<file path="config.mk">
export PLATFORM = sky130hd
export DESIGN_NAME = fir_tdm_mac
export DESIGN_NICKNAME = d
export VERILOG_FILES = /design/src/rtl/fir_tdm_mac.sv
export SDC_FILE = /design/constraint.sdc
export NUM_CORES = 1
export LEC_CHECK = 0
export CORE_ASPECT_RATIO = 1.4
export CORE_MARGIN = 3
export CORE_UTILIZATION = 30
export CTS_BUF_LIST = sky130_fd_sc_hd__clkbuf_8 sky130_fd_sc_hd__clkbuf_16
export DETAILED_ROUTE_END_ITERATION = 10
export GPL_TIMING_DRIVEN = 0
export PLACE_DENSITY = 0.43
export SYNTH_ARGS = -nofsm -noshare
export SYNTH_HDL_FRONTEND = slang
export SYNTH_SLANG_ARGS = --single-unit
</file>
<file path="constraint.sdc">
create_clock -name clk -period 11.17 [get_ports clk]
set_input_delay 1.6755 -clock clk [delete_from_list [all_inputs] [get_ports clk]]
set_output_delay 1.6755 -clock clk [all_outputs]
set_load 0.01 [all_outputs]
</file>
<file path="src/rtl/fir_tdm_mac.sv">
// fir_tdm_mac: time-multiplexed FIR filter. One shared multiply-accumulate
// walks all NTAPS taps per sample; coefficients sit in a runtime-writable
// register file. Valid/ready on input and output, arithmetic-shift scaling
// and output saturation.
// Optional build macro FIR_TDM_ROUND_EN: round-half-up before the shift
// (only effective when SHIFT > 0); otherwise plain truncating shift.
module fir_tdm_mac #(
  parameter int DATA_W = 8,
  parameter int COEF_W = 8,
  parameter int NTAPS  = 16,
  parameter int OUT_W  = 12,
  parameter int SHIFT  = 4,
  localparam int AW    = $clog2(NTAPS),
  localparam int ACC_W = DATA_W + COEF_W + $clog2(NTAPS)
) (
  input  logic              clk,
  input  logic              rst_b,
  input  logic              in_valid,
  output logic              in_ready,
  input  logic [DATA_W-1:0] in_data,
  output logic              out_valid,
  input  logic              out_ready,
  output logic [OUT_W-1:0]  out_data,
  output logic              out_sat,
  input  logic              coef_we,
  input  logic [AW-1:0]     coef_addr,
  input  logic [COEF_W-1:0] coef_wdata,
  output logic              busy
);

  typedef enum logic [1:0] {IDLE, MAC, OUT} state_t;

  localparam int PW = DATA_W + COEF_W;

  state_t                   state_q, state_d;
  logic signed [DATA_W-1:0] tap_q  [NTAPS];
  logic signed [COEF_W-1:0] coef_q [NTAPS];
  logic signed [ACC_W-1:0]  acc_q;
  logic [AW-1:0]            idx_q;
  logic [OUT_W-1:0]         out_data_q;
  logic                     out_sat_q;
  logic                     out_valid_q;

  logic                     last;
  logic                     coef_wr;
  logic signed [PW-1:0]     prod;
  logic signed [ACC_W-1:0]  sum;
  logic signed [ACC_W:0]    sum_ext;
  logic signed [ACC_W:0]    scaled;
  logic [ACC_W-OUT_W+1:0]   top;
  logic [OUT_W-1:0]         sat_data;
  logic                     sat_flag;

  assign last    = (idx_q == AW'(NTAPS - 1));
  assign coef_wr = (state_q == IDLE) && coef_we && ({1'b0, coef_addr} < (AW+1)'(NTAPS));

  // MAC datapath: product of the current tap, running sum, scale and clamp
  always_comb begin
    prod    = PW'(tap_q[idx_q]) * PW'(coef_q[idx_q]);
    sum     = acc_q + ACC_W'(prod);
`ifdef FIR_TDM_ROUND_EN
    // One extra bit of headroom so adding the half-LSB cannot wrap.
    sum_ext = (ACC_W+1)'(sum) + ((SHIFT > 0) ? ((ACC_W+1)'(1) << ((SHIFT > 0) ? SHIFT - 1 : 0))
                                             : (ACC_W+1)'(0));
`else
    sum_ext = (ACC_W+1)'(sum);
`endif
    scaled  = sum_ext >>> SHIFT;
    // In range exactly when every bit from the OUT_W sign bit upward agrees.
    top     = scaled[ACC_W:OUT_W-1];
    sat_flag = !((&top) || !(|top));
    if (!sat_flag)
      sat_data = scaled[OUT_W-1:0];
    else if (scaled[ACC_W])
      sat_data = {1'b1, {(OUT_W-1){1'b0}}};
    else
      sat_data = {1'b0, {(OUT_W-1){1'b1}}};
  end

  // State register
  always_ff @(posedge clk) begin
    if (!rst_b) state_q <= IDLE;
    else        state_q <= state_d;
  end

  // Next-state logic
  always_comb begin
    state_d = state_q;
    case (state_q)
      IDLE:    if (in_valid)  state_d = MAC;
      MAC:     if (last)      state_d = OUT;
      OUT:     if (out_ready) state_d = IDLE;
      default:                state_d = IDLE;
    endcase
  end

  // Outputs decoded from state; in_ready is held low while reset is asserted
  always_comb begin
    in_ready = 1'b0;
    busy     = 1'b1;
    if (state_q == IDLE) begin
      in_ready = rst_b;
      busy     = 1'b0;
    end
  end

  assign out_valid = out_valid_q;
  assign out_data  = out_data_q;
  assign out_sat   = out_sat_q;

  // Delay line, coefficient file, accumulator and output registers
  always_ff @(posedge clk) begin
    if (!rst_b) begin
      for (int unsigned i = 0; i < NTAPS; i++) begin
        tap_q[i]  <= '0;
        coef_q[i] <= '0;
      end
      acc_q       <= '0;
      idx_q       <= '0;
      out_data_q  <= '0;
      out_sat_q   <= 1'b0;
      out_valid_q <= 1'b0;
    end else begin
      if (coef_wr) coef_q[coef_addr] <= coef_wdata;
      case (state_q)
        IDLE: if (in_valid) begin
          tap_q[0] <= in_data;
          for (int unsigned i = 1; i < NTAPS; i++) tap_q[i] <= tap_q[i-1];
          acc_q <= '0;
          idx_q <= '0;
        end
        MAC: begin
          acc_q <= sum;
          idx_q <= last ? '0 : idx_q + 1'b1;
          if (last) begin
            out_data_q  <= sat_data;
            out_sat_q   <= sat_flag;
            out_valid_q <= 1'b1;
          end
        end
        OUT: if (out_ready) out_valid_q <= 1'b0;
        default: ;
      endcase
    end
  end

endmodule

</file>
==> results of run 1 <==
-- cells in the final DEF (no fill, tap or decap), types with 3 or more instances in the layout --
| cell type | instances |
|---|---|
| clkdlybuf4s50_1 | 40 |
| nand2_1 | 31 |
| nand2b_1 | 10 |
| clkbuf_8 | 4 |
| xor2_1 | 6 |
| mux4_2 | 79 |
| nor2_1 | 57 |
| clkbuf_1 | 43 |
| buf_4 | 3 |
| inv_1 | 109 |
| clkbuf_16 | 35 |
| clkinv_1 | 7 |
| a211oi_1 | 4 |
| a21oi_1 | 19 |
| nor3_1 | 6 |
| xnor2_1 | 16 |
| buf_2 | 6 |
| and2_1 | 290 |
| dfxtp_1 | 44 |
| buf_6 | 3 |
| nand3_1 | 4 |
| fa_1 | 88 |
| a21oi_2 | 10 |
| and3_1 | 4 |
| o21ai_0 | 21 |
| a21o_1 | 6 |
| a22oi_1 | 18 |
| ha_1 | 47 |
| edfxtp_1 | 256 |
| o21bai_1 | 4 |
| o21ai_1 | 20 |
| clkinv_2 | 3 |
-- metal layers --
| metal | global-route usage [%] | part of all wire [%] | vias to the layer above |
|---|---|---|---|
| met5 | 0 | 0 | - |
| met4 | 3.57 | 1.9 | 0 |
| met3 | 2.16 | 3.1 | 42 |
| met2 | 25.9 | 54 | 127 |
| met1 | 17.3 | 41 | 4898 |
| li1 | - | - | 4468 |
-- layout make-up --
cell class                 count  area, um^2
fill                        5394       35600
sequential                   300        8570
multi-input combinational    771        7530
clock buffer                  39         931
tap                          721         902
timing repair buffer          41         428
inverter                     102         383
buffer                        57         255
clock inverter                22         118
-- flip-flops by register name (all words and copies together), names as in the netlist, named ones only --
register,flops
out_valid,1
acc_q,20
out_data,12
idx_q,4
tap_q,128
state_q,2
out_sat,1
coef_q,128
-- logic make-up (layout without fill, tap and decap cells) --
group	after synthesis	in the layout	share of synthesized area, %
AOI/OAI and AO/OA	115	115	4.59
and+or+nand+nor	417	417	14.3
adders and majority gates	135	135	14.0
xor gates and xnor gates	23	23	1.25
buffers and inverters	159	261	3.82
muxes	81	81	10.8
DFF	300	300	51.2
-- worst max-delay path: cells and delay by family, from the launching register on --
family / cells / cell delay, ns
adders and majority gates: 6 / 2.82
xor gates and xnor gates: 1 / 0.28
buffers and inverters: 5 / 1.54
and+or+nand+nor: 3 / 1.31
muxes: 2 / 0.83
AOI/OAI and AO/OA: 5 / 1.05
DFF: 1 / 0.32
-- metrics by stage --
stage / hold slack, ns / total power [W] / setup WS, ns / util, %
floorplan: 0.465 / 0.00262 / 4.40 / -
CTS: 0.511 / 0.00415 / 2.81 / 34.9
global route: 0.531 / 0.00439 / 2.43 / 34.9
finish: 0.506 / 0.00406 / 2.92 / 34.9
global placement: 0.484 / 0.00306 / 2.90 / 32.9
detailed placement: 0.491 / 0.00305 / 2.85 / 33.0
-- power by group through the flow --
stage	Sequential [W]	Clock [W]	Combinational (W)
after floorplan	0.00135	0	0.00126
after global placement	0.00138	0	0.00168
after detailed placement	0.00138	0	0.00168
after CTS	0.00135	0.00111	0.00169
after global routing	0.00136	0.00115	0.00188
final	0.00135	0.00107	0.00165
-- final timing paths --
| path | startpoint | to | slack (ns) | depth (start not counted) |
|---|---|---|---|---|
| worst min register to register | out_data[11]$_SDFFE_PN0P_ | out_data[11]$_SDFFE_PN0P_ | 0.51 | 2 |
| worst min-delay path | out_data[11]$_SDFFE_PN0P_ | out_data[11]$_SDFFE_PN0P_ | 0.51 | 2 |
| worst max-delay path | flip-flop | out_data[5]$_SDFFE_PN0P_ | 2.92 | 22 |
| worst max register to register | flip-flop | out_data[5]$_SDFFE_PN0P_ | 2.92 | 22 |
==> metrics.txt, run 1 <==
outcome=completed; sequential element share of the synthesized area=about half; CP max stage cell=and2_1; CTS Root Cell=clkbuf_16; first-pass GRT wire length=roughly 63000 um; Cell Pwr Density=213 nW/um^2; final cycle utilization of the critical path=between 70% and 80%; vias in the first global route=approximately 10000; top_reg_cell synth=edfxtp_1; Internal Pwr Total=~0.0026 W; CP required=11.64 ns; Worst Setup Path Type=reg -> reg; clock network fraction of total power=about a quarter; crit-path max FO=13; most frequent cell after synthesis=and2_1; Synth Warn #=0; max_slew headroom=between 10% and 20%; DP HPWL=30300 um; n_diodes=0; clock slew at reported path FFs=about 0.060 ns; # setup viols final=0; clk_skew=around 0.011 ns; initial antenna violation count=0; I/O Buffers=40; Crit path arrival time=between 8 and 9 ns; DRT iter0 DRCs=~450; drt pass-1 iters=4; Residual DRC=0; Seq cells post-synth=300; RSZ-0062 raised after global routing=false; drt wl/cell=19.5 um; Reg power frac=33.2%; fin cells=~2100; Nets=around 1500; total grt overflow=0; share of the synthesized area in the top cell type=between 40% and 50%; Critical Path, Cell by Cell=clkbuf_1 > clkbuf_1 > mux4_2 > mux4_2 > and2_1 > inv_1 > fa_1 > inv_1 > fa_1 > fa_1 > fa_1 > fa_1 > ha_1 > and3_1 > a221oi_2 > o21ai_2 > o41ai_2 > xnor2_1 > and4bb_4 > buf_6 > o21ai_1 > a21oi_2; post-CTS sizing=0; synthesized cell area=16700 um^2; Sw Share=between 30% and 40%; TNS Setup=0 ns; Total Wirelength=40000 um; Die X=206 um; worst slew pin tran=approximately 1.3 ns; top post-synthesis cells by area=edfxtp_1, and2_1, mux4_2, fa_1, dfxtp_1; placed cells=1992; DR vias=about 9500; Distinct cells, synth=54; placed cell area=18100 um^2; Final Cell Area=between 15000 and 20000 um^2; Combinational Power Share=40.5%; postcts setup bufs=0; layout cells sized above 1=12.2%; sw power=0.00148 W; GP Congestion=between 0.7 and 0.8; Mean Syn Cell Area=~14 um^2; worst hold path type=reg -> reg; VDD IR max=0.104 mV; H-Tree Depth=2; via/cell ratio=~4.6; maxcap violations=0; Critical Path End Type=flip-flop; DRT antenna net count=0; Max Fclk=0.121 GHz; final hold violation count=0; min cycle time layout=about 8.3 ns; max incr delay on CP=just under 0.8 ns; CTS buffer count=34; die height=between 200 and 300 um; CTS tree=yes; synth cell count leaders=and2_1, edfxtp_1, inv_1; clk_lat worst skew=between 0.5 and 0.6 ns; Bufs on Longest Clock Path=3; Global Route Usage Sum=~14%; core area=54700 um^2; Post-synth EDFFs=between 200 and 300; Initial Utilization=slightly above 30%; Yosys top cell by area=edfxtp_1; leak pwr=about 7.4 nW; Gate Count Post-Synth=1230; Post-Syn Nets=about 1400; largest net degree at the start of global routing=68; CTS sink count=300; Synth async-reset ratio=0%; Worst path most repeated cell=fa_1; Cell Rows=a little over 100; number of max-slew violations in the final report=0; num ports=41; total die area=~60000 um^2; area growth from synthesis to layout=14.3%; cts hold-fix bufs=0; kind of start point of the critical path=flip-flop
(Power assumes the default switching activity.)
==> inputs of run 2 (changes only) <==
==> constraint.sdc (replaced) <==
create_clock -name clk -period 8.3 [get_ports clk]
set_input_delay 1.245 -clock clk [delete_from_list [all_inputs] [get_ports clk]]
set_output_delay 1.245 -clock clk [all_outputs]
set_load 0.01 [all_outputs]
==> run 2 against run 1 <==
Net effect:
- clock skew hardly changed
- clock-buffer cell count stayed put
- critical path depth stayed put
- die area stayed put
- non-clock buffer count stayed put
- global-route usage hardly changed
- largest power group unchanged
- sequential share of layout area hardly changed
- sequential power is 35% higher
- worst setup slack worse by 2.6 ns
- hold slack hardly changed
- clock power is 35% higher
- routed wire length hardly changed
==> metrics.txt, run 2 (same netlist as run 1, synthesis figures left out) <==
outcome=completed; Cell Rows=101; n_diodes=0; CTS buffer count=34; # setup viols final=0; final worst slack=roughly 0.35 ns; Cell Pwr Density=286 nW/um^2; worst slew pin tran=between 1 and 1.5 ns; DRT antenna net count=0; final hold slack=0.506 ns; Total Wirelength=around 40000 um; postcts setup bufs=0; RSZ-0062 raised after global routing=false; die height=between 200 and 300 um; CTS sink count=300; reg2reg end=out_data[5]$_SDFFE_PN0P_; area growth from synthesis to layout=14.3%; H-Tree Depth=2; min cycle time layout=around 8.0 ns; drt wl/cell=19.5 um; Top Registers=coef_q: 128 flops, tap_q: 128 flops, acc_q: 20 flops; CP required=about 8.8 ns; DP HPWL=30300 um; total die area=between 50000 and 60000 um^2; Worst Setup Path Type=reg -> reg; CTS Root Cell=clkbuf_16; maxcap violations=0; crit-path max FO=10; worst hold path type=reg -> reg; Post-Place Setup Slack=-0.0173 ns; I/O Buffers=40; Nets=around 1500; num ports=41; CP Buf/Inv Count=5; total grt overflow=0; clk_skew=between 0.01 and 0.015 ns; Hold Startpoint=out_data[11]$_SDFFE_PN0P_; TNS Setup=0 ns; commonest non-fill, non-tap cell in the layout=and2_1; drt pass-1 iters=5; VDD IR max=approximately 0.14 mV; kind of start point of the critical path=flip-flop; clk_lat worst skew=~0.54 ns; vias in the first global route=10269; layout cells sized above 1=about an eighth; crit path to=out_data[5]$_SDFFE_PN0P_; Bufs on Longest Clock Path=3; Die X=a little over 200 um; max incr delay on CP=about 0.75 ns; Crit path arrival time=8.42 ns; Max Fclk=0.126 GHz; DRT iter0 DRCs=approximately 470; Critical Path, Cell by Cell=clkbuf_1 > clkbuf_1 > mux4_2 > mux4_2 > and2_1 > fa_1 > inv_1 > fa_1 > inv_1 > fa_1 > fa_1 > fa_1 > ha_1 > and3_1 > a221oi_2 > o21ai_2 > o41ai_2 > xnor2_1 > and4bb_4 > buf_6 > o21ai_1 > a21oi_2; final cycle utilization of the critical path=between 90% and 100%; core area=between 50000 and 60000 um^2; final hold violation count=0; leak pwr=between 7 and 8 nW; Worst path most repeated cell=fa_1; max_slew headroom=a little under an eighth; DR vias=9491; first-pass GRT wire length=between 60000 and 70000 um; initial antenna violation count=0; via/cell ratio=~4.6; worst reg2reg setup slack=~0.35 ns; largest delay contributor family on the critical path=adder cells; clock slew at reported path FFs=about 0.06 ns; largest net degree at the start of global routing=just under 70; WP depth=22; Initial Utilization=between 30% and 40%; CTS tree=yes; CP max stage cell=clkbuf_1; final core occ=a little over a third; Residual DRC=0; placed cell area=about 18000 um^2; Fillers=around 5400; Global Route Usage Sum=between 10% and 20%; number of max-slew violations in the final report=0; R2R cell count=22; most frequent cells in the layout=and2_1, edfxtp_1, inv_1; Final Cell Area=19100 um^2; Critical Path End Type=flip-flop; GP Congestion=roughly 0.73
-- run 2: changes by cell type in the layout (fill, tap and decap cells not counted) --
cell,previous run,this run
and2_2,0,1
and2_1,290,289
clkbuf_1,43,41
clkbuf_2,0,2
-- run 2: how the worst min path moves through the flow --
stage | endpoint | slack, ns | cells after the start
floorplan | acc_q[1]$_SDFFE_PN0P_ | 0.47 | 2
global placement | acc_q[5]$_SDFFE_PN0P_ | 0.48 | 2
detailed placement | acc_q[4]$_SDFFE_PN0P_ | 0.49 | 2
CTS | acc_q[5]$_SDFFE_PN0P_ | 0.51 | 2
global route | acc_q[2]$_SDFFE_PN0P_ | 0.53 | 2
finish | out_data[11]$_SDFFE_PN0P_ | 0.51 | 2
-- run 2: stage by stage --
step           power, W  instances
2_1_floorplan   0.00352       1230
3_3_place_gp    0.00411       1991
3_5_place_dp    0.00411       1992
4_1_cts         0.00559       2053
5_1_grt         0.00591       2053
6_report        0.00547       2053
-- run 2: final cells by class --
type,count,area (um^2),share of cell area (%)
plain buffers,57,258,1.35
well taps,721,902,4.72
inverters,102,383,2.00
multi-input cells,771,7530,39.4
repair buffers,41,428,2.24
clock buffers,39,931,4.87
flip-flops and latches,300,8570,44.8
clock inverters,22,118,0.615
-- run 2: routing by layer --
metal / track usage (%) / part of all wire (%) / vias up / wire [um]
li1: - / - / 4462 / -
met1: 17.3 / 41 / 4864 / 16300
met2: 25.9 / 54 / 123 / 21500
met3: 2.16 / 3.4 / 42 / 1360
met4: 3.57 / 1.9 / 0 / 765
met5: 0 / 0 / - / 0
-- run 2: tightest hold or removal path, cell delays in order (launching register included) --
cell and delay [ns]:
dfxtp_1 0.31, nor2_1 0.10, a211oi_1 0.05
-- run 2: power breakdown --
group	total, W	switching (W)	internal [W]
clock network	0.00144	0.000632	0.000806
logic	0.00221	0.00129	0.000924
registers	0.00182	0.0000655	0.00175
-- run 2: timing repair --
item,in CTS,in global routing
endpoints found under the hold margin,0,0
gates resized for setup,2,2
hold buffers,0,0
gates cloned,0,0
setup endpoints to repair,10,12
==> inputs of run 3 (changes only) <==
--- a/config.mk
+++ b/config.mk
@@ -12,6 +12,7 @@
 export DETAILED_ROUTE_END_ITERATION = 10
 export GPL_TIMING_DRIVEN = 0
 export PLACE_DENSITY = 0.43
+export SETUP_SLACK_MARGIN = 0.1
 export SYNTH_ARGS = -nofsm -noshare
 export SYNTH_HDL_FRONTEND = slang
 export SYNTH_SLANG_ARGS = --single-unit
==> run 3 against run 2 <==
Net effect:
- utilization hardly changed
- non-clock buffer count unchanged
- worst setup slack improved by 0.29 ns
- final area about the same
- maximum frequency increased by 3.8%
- global-route usage unchanged
- via count barely moved
- sequential share of layout area about the same
- clock skew barely moved
- first-iteration DRC count down 5.6%
- clock power is essentially flat
- critical path type unchanged
- largest cell class unchanged
==> metrics.txt, run 3 (same netlist as run 1, synthesis figures left out) <==
leak pwr=7.40 nW; n_diodes=0; max_slew headroom=around an eighth; number of max-slew violations in the final report=0; Cell Rows=101; largest net degree at the start of global routing=68; area growth from synthesis to layout=14.3%; Initial Utilization=a little under a third; Global Route Usage Sum=between 10 and 15%; Internal Pwr Total=0.00348 W; Fillers=between 5000 and 6000; Sw Share=36.3%; GP Congestion=0.734; DP HPWL=a little over 30000 um; final hold slack=between 0.5 and 0.6 ns; Critical Path End Type=flip-flop; crit path to=out_data[5]$_SDFFE_PN0P_; Crit path arrival time=between 8 and 9 ns; CTS sink count=300; final core occ=34.9%; worst hold path type=reg -> reg; # setup viols final=0; placed cell area=roughly 18000 um^2; Die X=~200 um; die height=between 200 and 300 um; CTS tree=yes; reg2reg end=out_data[5]$_SDFFE_PN0P_; commonest non-fill, non-tap cell in the layout=and2_1; layout cells sized above 1=between 10% and 20%; kind of start point of the critical path=flip-flop; H-Tree Depth=2; initial antenna violation count=0; total grt overflow=0; Bufs on Longest Clock Path=3; Max Fclk=between 0.1 and 0.15 GHz; I/O Buffers=40; maxcap violations=0; DR vias=9498; CTS buffer count=34; Post-Place Setup Slack=-0.0173 ns; crit-path max FO=10; sw power=roughly 0.0020 W; Worst Setup Path Type=reg -> reg; Total Wirelength=~40000 um; worst reg2reg setup slack=about 0.64 ns; VDD IR max=around 0.14 mV; vias in the first global route=a little over 10000; DRT antenna net count=0; core area=54700 um^2; total die area=around 59000 um^2; Reg power frac=33.2%; RSZ-0062 raised after global routing=false; DRT iter0 DRCs=about 440; first-pass GRT wire length=roughly 63000 um; Top Registers=coef_q: 128 flops, tap_q: 128 flops, acc_q: 20 flops; CTS Root Cell=clkbuf_16; min cycle time layout=7.66 ns; Final Cell Area=around 19000 um^2; R2R cell count=22; worst slew pin tran=between 1 and 1.5 ns; clk_lat worst skew=approximately 0.54 ns; Residual DRC=0; Cell Pwr Density=around 290 nW/um^2; CP required=a little under 9 ns; outcome=completed; Combinational Power Share=approximately 41%; final cycle utilization of the critical path=92.3%; num ports=slightly above 40; drt pass-1 iters=4; via/cell ratio=approximately 4.6; TNS Setup=0 ns; clock network fraction of total power=between 20% and 30%; final hold violation count=0; Nets=1467; clk_skew=roughly 0.010 ns; clock slew at reported path FFs=about 0.06 ns; most frequent cells in the layout=and2_1, edfxtp_1, inv_1; drt wl/cell=a little under 20 um; final worst slack=0.641 ns
run 3: cell types whose count changed in the layout (fill, tap and decap cells not counted):
cell,change
buf_1,+1
clkbuf_2,+2
clkbuf_1,-3
run 3: how the worst min path moves through the flow:
| stage | startpoint | slack, ns | to | cells past startpoint |
|---|---|---|---|---|
| 2_1_floorplan | acc_q[1]$_SDFFE_PN0P_ | 0.47 | acc_q[1]$_SDFFE_PN0P_ | 2 |
| 3_3_place_gp | acc_q[5]$_SDFFE_PN0P_ | 0.48 | acc_q[5]$_SDFFE_PN0P_ | 2 |
| 3_5_place_dp | acc_q[4]$_SDFFE_PN0P_ | 0.49 | acc_q[4]$_SDFFE_PN0P_ | 2 |
| 4_1_cts | acc_q[5]$_SDFFE_PN0P_ | 0.51 | acc_q[5]$_SDFFE_PN0P_ | 2 |
| 5_1_grt | acc_q[2]$_SDFFE_PN0P_ | 0.53 | acc_q[2]$_SDFFE_PN0P_ | 2 |
| 6_report | out_data[11]$_SDFFE_PN0P_ | 0.51 | out_data[11]$_SDFFE_PN0P_ | 2 |
run 3: metal layers:
layer / track usage [%] / vias up / share of wire [%]
li1: - / 4466 / -
met1: 17.3 / 4862 / 41
met2: 25.9 / 127 / 54
met3: 2.16 / 43 / 3.2
met4: 3.57 / 0 / 2.1
met5: 0 / - / 0
run 3: repair_timing:
item / CTS / global route
hold buffers: 0 / 0
gates resized for setup: 2 / 9
setup endpoints to repair: 13 / 13
setup buffers: 0 / 0
run 3: critical path, cell delays in order, from the launching register on:
cell and delay, ns:
dfxtp_1 0.33, clkbuf_2 0.36, buf_1 0.70, mux4_2 0.43, mux4_2 0.62, and2_1 0.23
fa_1 0.53, inv_1 0.06, fa_1 0.53, inv_1 0.05, fa_1 0.49, fa_1 0.44
fa_1 0.47, ha_1 0.34, and3_1 0.21, a221oi_2 0.41, o21ai_2 0.17, o41ai_2 0.25
xnor2_1 0.27, and4bb_4 0.32, buf_6 0.14, o21ai_1 0.08, a21oi_2 0.14
run 3: power groups by stage:
stage | combinational, W | clock (W) | sequential (W)
3_3_place_gp | 0.00226 | 0 | 0.00186
3_5_place_dp | 0.00226 | 0 | 0.00185
6_report | 0.00221 | 0.00144 | 0.00182
2_1_floorplan | 0.00170 | 0 | 0.00182
5_1_grt | 0.00253 | 0.00155 | 0.00183
4_1_cts | 0.00228 | 0.00149 | 0.00182
run 3: cell type report:
cell class	instances	area [um^2]	area share (%)
tap	721	902	4.72
timing repair buffer	41	428	2.24
sequential	300	8570	44.8
clock inverter	22	118	0.615
buffer	57	260	1.36
multi-input combinational	771	7530	39.4
clock buffer	39	931	4.87
inverter	102	383	2.00
run 3: stage by stage:
step           cells  total power, W
6_report        2053         0.00547
5_1_grt         2053         0.00591
4_1_cts         2053         0.00559
3_5_place_dp    1992         0.00411
3_3_place_gp    1991         0.00411
2_1_floorplan   1230         0.00352
